File: src/rtl/dbnc_bank.sv
`default_nettype none
// ============================================================================
// Module      : dbnc_bank
// Description : Multi-channel debounce / edge-detect bank. Each raw async
//               input is passed through a two-flop synchroniser plus a
//               "prev" stage, qualified by a per-channel stability counter,
//               and presented as a clean level with one-cycle rise/fall
//               pulses.
// Optional    : define DBNC_GLITCH_CNT_EN to add per-channel 8-bit
//               saturating glitch counters (aborted pending transitions)
//               together with the glitch_clr / glitch_cnt ports.
// Ports       : clk        - system clock, rising edge
//               rst_n      - asynchronous active-low reset
//               sig_in     - [NCH] raw asynchronous inputs
//               sig_filt   - [NCH] debounced level
//               sig_rise   - [NCH] one-cycle pulse on accepted 0->1
//               sig_fall   - [NCH] one-cycle pulse on accepted 1->0
//               any_rise   - OR of sig_rise
//               glitch_clr - synchronous clear of glitch counters (option)
//               glitch_cnt - [8*NCH] glitch counts, ch i at [8i+7:8i] (option)
// Revision    : 1.0 - initial release
// ============================================================================
module dbnc_bank #(
   parameter int unsigned    NCH      = 4,
   parameter int unsigned    STBL_CNT = 50000,
   parameter logic [NCH-1:0] INIT     = {NCH{1'b0}}
) (
   input  logic             clk,
   input  logic             rst_n,
   input  logic [NCH-1:0]   sig_in,
`ifdef DBNC_GLITCH_CNT_EN
   input  logic             glitch_clr,
   output logic [8*NCH-1:0] glitch_cnt,
`endif
   output logic [NCH-1:0]   sig_filt,
   output logic [NCH-1:0]   sig_rise,
   output logic [NCH-1:0]   sig_fall,
   output logic             any_rise
);

   localparam int unsigned      CNT_W   = $clog2(STBL_CNT);
   localparam logic [CNT_W-1:0] CNT_MAX = CNT_W'(STBL_CNT - 1);

   logic [NCH-1:0]   sync1_q, sync1_d;
   logic [NCH-1:0]   sync2_q, sync2_d;
   logic [NCH-1:0]   prev_q,  prev_d;
   logic [NCH-1:0]   filt_q,  filt_d;
   logic [NCH-1:0]   rise_q,  rise_d;
   logic [NCH-1:0]   fall_q,  fall_d;
   logic [CNT_W-1:0] cnt_q [NCH];
   logic [CNT_W-1:0] cnt_d [NCH];
   logic [NCH-1:0]   accept;

   // ------------------------------------------------------------------------
   // State registers
   // ------------------------------------------------------------------------
   always_ff @(posedge clk or negedge rst_n) begin
      if (!rst_n) begin
         sync1_q <= INIT;
         sync2_q <= INIT;
         prev_q  <= INIT;
         filt_q  <= INIT;
         rise_q  <= '0;
         fall_q  <= '0;
         for (int i = 0; i < NCH; i++) begin
            cnt_q[i] <= '0;
         end
      end else begin
         sync1_q <= sync1_d;
         sync2_q <= sync2_d;
         prev_q  <= prev_d;
         filt_q  <= filt_d;
         rise_q  <= rise_d;
         fall_q  <= fall_d;
         for (int i = 0; i < NCH; i++) begin
            cnt_q[i] <= cnt_d[i];
         end
      end
   end

   // ------------------------------------------------------------------------
   // Next-state logic
   // ------------------------------------------------------------------------
   always_comb begin
      sync1_d = sig_in;
      sync2_d = sync1_q;
      prev_d  = sync2_q;
      filt_d  = filt_q;
      rise_d  = '0;
      fall_d  = '0;
      accept  = '0;
      for (int i = 0; i < NCH; i++) begin
         // Any movement between sync2 and prev restarts the stability window;
         // otherwise count up and park at the terminal value.
         cnt_d[i] = cnt_q[i];
         if (sync2_q[i] != prev_q[i]) begin
            cnt_d[i] = '0;
         end else if (cnt_q[i] != CNT_MAX) begin
            cnt_d[i] = cnt_q[i] + CNT_W'(1);
         end

         // A saturated counter only matters while prev differs from the
         // filtered level, so a held level never re-fires an edge.
         accept[i] = (cnt_q[i] == CNT_MAX) && (prev_q[i] != filt_q[i]);
         if (accept[i]) begin
            filt_d[i] = prev_q[i];
            rise_d[i] = prev_q[i];
            fall_d[i] = ~prev_q[i];
         end
      end
   end

   assign sig_filt = filt_q;
   assign sig_rise = rise_q;
   assign sig_fall = fall_q;
   assign any_rise = |rise_q;

`ifdef DBNC_GLITCH_CNT_EN
   // ------------------------------------------------------------------------
   // Glitch diagnostics: a glitch is sync2/prev disagreeing while a
   // transition is pending (prev != filtered), i.e. the pending change is
   // being abandoned before acceptance.
   // ------------------------------------------------------------------------
   logic [7:0] glitch_q [NCH];
   logic [7:0] glitch_d [NCH];

   always_ff @(posedge clk or negedge rst_n) begin
      if (!rst_n) begin
         for (int i = 0; i < NCH; i++) begin
            glitch_q[i] <= '0;
         end
      end else begin
         for (int i = 0; i < NCH; i++) begin
            glitch_q[i] <= glitch_d[i];
         end
      end
   end

   always_comb begin
      for (int i = 0; i < NCH; i++) begin
         glitch_d[i] = glitch_q[i];
         // Clear has priority over a coincident increment.
         if (glitch_clr) begin
            glitch_d[i] = '0;
         end else if ((sync2_q[i] != prev_q[i]) && (prev_q[i] != filt_q[i]) &&
                      (glitch_q[i] != 8'hFF)) begin
            glitch_d[i] = glitch_q[i] + 8'd1;
         end
      end
   end

   always_comb begin
      glitch_cnt = '0;
      for (int i = 0; i < NCH; i++) begin
         glitch_cnt[8*i +: 8] = glitch_q[i];
      end
   end
`endif

endmodule
`default_nettype wire

File: config.mk
export PLATFORM = sky130hd
export DESIGN_NAME = dbnc_bank
export DESIGN_NICKNAME = d
export VERILOG_FILES = /design/src/rtl/dbnc_bank.sv
export SDC_FILE = /design/constraint.sdc
export NUM_CORES = 1
export LEC_CHECK = 0
export ABC_AREA = 1
export ABC_CLOCK_PERIOD_IN_PS = 1800
export BUFFER_PORTS_ARGS = -buffer_cell sky130_fd_sc_hd__buf_2
export CAP_MARGIN = 40
export CORE_MARGIN = 8
export CORE_UTILIZATION = 40
export CTS_CLUSTER_DIAMETER = 60
export DETAILED_ROUTE_END_ITERATION = 10
export GPL_ROUTABILITY_DRIVEN = 1
export PLACE_DENSITY = 0.66
export SETUP_SLACK_MARGIN = 0.4
export SYNTH_ARGS = -nofsm -noshare
export SYNTH_HDL_FRONTEND = slang
export SYNTH_SLANG_ARGS = --single-unit
File: constraint.sdc
create_clock -name clk -period 1.8 [get_ports clk]
set_input_delay 0.27 -clock clk [delete_from_list [all_inputs] [get_ports clk]]
set_output_delay 0.27 -clock clk [all_outputs]
set_load 0.03 [all_outputs]
# ---- After elaboration in Yosys (flattened, before gate mapping)
# Index checks and enable logic that the tools add are counted.
dict set report totals {
  ff_bits 88
  input_bits 6
  output_inout_bits 13
  word_cells 62
}
dict set report classes {
  n_addsub 4
  n_eq_ne 16
  n_mux 16
  bitwise_logic 4
  n_reduce_logical 9
}
# op n
set op_table {}
lappend op_table {{2-to-1 mux 16 bit} 8}
lappend op_table {{adder 16 x 1 -> 16 bit, second input constant} 4}
lappend op_table {{equality test 16 bit, second input constant} 4}
lappend op_table {{inequality test 16 bit, second input constant} 4}
lappend op_table {{2-to-1 mux 1 bit} 8}
lappend op_table {{inequality test 1 bit} 8}
lappend op_table {{nonzero test 2 bit} 4}
lappend op_table {{logical AND 1 bit} 4}
lappend op_table {{inverter 1 bit} 4}
lappend op_table {{OR reduction 4 bit} 1}

# ---- Logic depth before layout (Yosys ltp)
dict set report logic_depth {
  ltp_word 3
  mapped_depth 9
  ltp_nobuf 9
}

# ---- Worst setup path after synthesis
# OpenSTA, ideal clock, no wires.
dict set report synth_path {
  path_kind {reg-to-reg}
  from {reg cnt_q[16] in the netlist's numbering}
  to {reg cnt_q[20] in the netlist's numbering}
  setup_ns 0.113
  arrival_ns 1.141
  t_required_ns 1.687
  path_slack_ns 0.546
  stages_incl_launch_ff 7
  n_path_buf 0
  synth_period_minus_slack_ns 1.254
  cell_sequence {dfrtp_1 -> ha_1 -> nand3_2 -> nor2_1 -> nand3_1 -> nand2_1 -> inv_1}
}
dict set report synth_between {
  elab_chain_cells 3
  elab_cells_between_ends 5
  classes_between {add/sub (1); eq/ne (1); mux (2); reduce/logical (1)}
}
# item line_no
set synth_rtl {}
lappend synth_rtl {{start, declared} 50} ;# logic [CNT_W-1:0] cnt_q [NCH];
lappend synth_rtl {{start signal, assigned by index} 76} ;# cnt_q[i] <= cnt_d[i];
lappend synth_rtl {{adder 16 x 1 -> 16 bit} 99} ;# cnt_d[i] = cnt_q[i] + CNT_W'(1);
lappend synth_rtl {{2-to-1 mux 16 bit} 98} ;# end else if (cnt_q[i] != CNT_MAX) begin
lappend synth_rtl {{2-to-1 mux 16 bit} 96} ;# if (sync2_q[i] != prev_q[i]) begin
# Parallel ways exist; a longest one is shown, timed or not. The select of a mux whose other input is x is not followed.
# A chain may end at the register's enable or synchronous reset.

# ---- Worst setup path after layout
dict set report layout_path {
  from {reg cnt_q[33] in the netlist's numbering}
  to {reg cnt_q[32] in the netlist's numbering}
}
dict set report layout_between {
  elab_chain_cells 2
}
# item line_no
set layout_rtl {}
lappend layout_rtl {{inequality test 16 bit} 98}
lappend layout_rtl {{nonzero test 2 bit (no source line)} -}
# No other way between the ends.

==> impl_metrics.tcl <==
set metrics [dict create \
    syn_nets 629 \
    dr_total_vias 4083 \
    reg2regPathDepth 8 \
    path_depth 8 \
    cts-htree-levels 3 \
    synthTopCellsByArea "dfrtp_1 (48%), nand2_1 (14%), nor2_1 (10%)" \
    die_y_um 123.0 \
    crit_chain "ha_2 -> nand2_2 -> inv_2 -> nand2_1 -> nor2_4 -> nand2_1 -> nand3_1 -> nand2_1" \
    ys_seq_area_share_pct 48.11 \
    p_leak_nw 2.528 \
    drive_gt1_share_pct 14.09 \
    cap_violations 0 \
    required_ps 2030 \
    critPathLaunchType "flop" \
    io_buffers 18 \
    syn_area_per_cell_um2 7.394 \
    grt.total_usage_pct 14.06 \
    drc 0 \
    power_per_cell_area_mw_per_mm2 834.6 \
    root_buffer "clkbuf_16" \
    async_flop_share_pct 100.0 \
    ios 19 \
    synth_top_area_cell "dfrtp_1" \
    fin_nets 665 \
    cp_max_fo 5 \
    fin_util_pct 48.23 \
    finalSetupViolations 0 \
    setup-tns-final_ps 0 \
    num_rows 39 \
    synth_top_area_share_pct 48.11 \
    crit_type "reg -> reg" \
    period_minus_slack_ps 1375 \
    fin_skew_ps 9.061 \
    holdWs_ps 39.18 \
    cts_buffers 9 \
    ys_types 27 \
    hpwl_mm 7.304 \
    path_common_cell "nand2_1" \
    slew_headroom_pct 75.83 \
    design.die.area_mm2 0.01512 \
    yosysMostFrequentCell "nand2_1" \
    slowest_delay_ps 380 \
    synth_edf_count 0 \
    synth-main-ff-cell "dfrtp_1" \
    routed_via_density 5.085 \
    chipWidth_um 123.0 \
    antenna_left 0 \
    status "complete, no violations" \
    clk_latency_ps 340 \
    critical_path.top_delay_family "simple AND/OR/NAND/NOR gates" \
    yosysWarningCount 0 \
    syn2layout_area_growth_pct 18.78 \
    tightest_slew_ps 362.6 \
    fmax_mhz 727.5 \
    max-vdd-ir-drop_mv 0.5977 \
    clkTransAtPathRegs_ps 60 \
    path_buf_inv 1 \
    holdPathStages 1 \
    syn_inst 619 \
    antenna_cells 0 \
    grt.overflow.total 0 \
    hold_violations 0 \
    grt_max_degree 37 \
    place.gp.congestion 0.8833 \
    grt_pass1_vias 3859 \
    antenna_found_initial 0 \
    initial_utilization_pct 40.60 \
    worstPathArrival_ps 1600 \
    rsz0062_at_grt "true" \
    first_pass_iters 5 \
    wl_per_cell_um 12.83 \
    syn_area_mm2 0.004577 \
    hp-class "in -> reg" \
    ys_ff_latch 88 \
    drt-initial-drc-count 220 \
    maxSlewViolCount 0 \
    period_share_pct 76.37 \
    cts_sinks 88 \
    grt_pass1_wl_mm 17.26 \
    core_mm2 0.01127 \
    cpMaxStageDelayCell "dfrtp_1" \
    cts_tree "yes" \
    endpoint_kind "flop" \
    cts_buffer_depth 2 \
    routed_wl_mm 10.30 \
    synth_commonest_cells "nand2_1 (170), nor2_1 (126), dfrtp_1 (88)" \
]
[power by group]
| group | total [W] | switching (W) | internal [W] | leakage (nW) |
|---|---|---|---|---|
| Clock | 0.00214 | 0.000781 | 0.00136 | 0.166 |
| Sequential | 0.00211 | 0.0000706 | 0.00204 | 1.19 |
| Combinational | 0.000293 | 0.000172 | 0.000120 | 1.18 |
[layer usage]
layer | GRT usage (%) | vias up | part of all wire [%]
met2 | 23.21 | 90 | 48
met1 | 17.98 | 1935 | 46
met4 | 4.289 | 0 | 1.3
met3 | 3.379 | 13 | 4.5
li1 | - | 2045 | -
met5 | 0 | - | 0
[placed cells by master (no fill, tap or decap), types with 4 or more instances in the layout]
cell       netlist  final
nand3_1         64     61
o21ai_0         10     10
inv_1           70     69
nand2_2          1      4
o21bai_1         7      7
a21oi_1         17     17
buf_4            0      9
nor3_1           8      8
clkbuf_16        0      9
nor2_2           3     13
nand2_1        170    167
dfrtp_2          0      4
nand4_1         23     23
nor2_4           2      7
nor2_1         126    111
or2_2            7      7
buf_2            3     16
dfrtp_1         88     84
[sequential cells by signal, summed over array words and instances, names as in the netlist]
name,count
cnt_q,64
prev_d,4
prev_q,4
sig_fall,4
sig_filt,4
sig_rise,4
sync1_q,4
[what timing repair did]
| action | CTS | global route |
|---|---|---|
| endpoints found under the hold margin | 24 | 0 |
| hold buffers | 1 | 0 |
| pin swaps | 0 | 5 |
| setup buffers | 1 | 2 |
| resized for setup | 6 | 37 |
| setup endpoints to repair | 8 | 46 |
[cell families after synthesis]
kind of cell | share of synthesized area, %
AOI/OAI and AO/OA | 4.511
and+or+nand+nor | 38.05
xor gates and xnor gates | 1.832
DFF | 48.11
buffers and inverters | 6.397
adders and majority gates | 1.094
[worst register-to-register path: cells and delay by family, from the launching register on]
kind	cells	cell delay [ps]
buf+inv	1	100
fa+ha+maj	1	210
simple gates	6	570
flops	1	380
[path summary, 6_finish.rpt]
check	endpoint	startpoint	slack [ps]
worst max-delay path	cnt_q[32]$_DFFE_PN0P_	cnt_q[33]$_DFFE_PN0P_	430
worst min register to register	prev_d[3]$_DFF_PN0_	sync1_q[3]$_DFF_PN0_	350
max in group asynchronous	cnt_q[16]$_DFFE_PN0P_	rst_n	880
min in group asynchronous	cnt_q[63]$_DFFE_PN0P_	rst_n	390
worst min-delay path	sync1_q[0]$_DFF_PN0_	sig_in[0]	40
worst max register to register	cnt_q[32]$_DFFE_PN0P_	cnt_q[33]$_DFFE_PN0P_	430
[through the flow]
stage	power, W	cell area (µm²)	cells	setup WS [ps]
floorplan	0.002270	4577	619	546.0
global placement	0.002377	4900	783	468.0
detailed placement	0.002388	4900	783	349.4
CTS	0.004540	5276	801	401.8
global route	0.004703	5436	803	358.2
finish	0.004537	5436	803	425.4
[cell type report]
class / instances / area (µm²)
Inverter: 71 / 266.5
Multi-Input combinational cell: 456 / 2230
Timing Repair Buffer: 29 / 209.0
Fill cell: 1042 / 5836
Clock buffer: 9 / 225.2
Sequential cell: 88 / 2207
Clock inverter: 7 / 120.1
Tap cell: 143 / 178.9
Power figures use the tool's default switching activity.
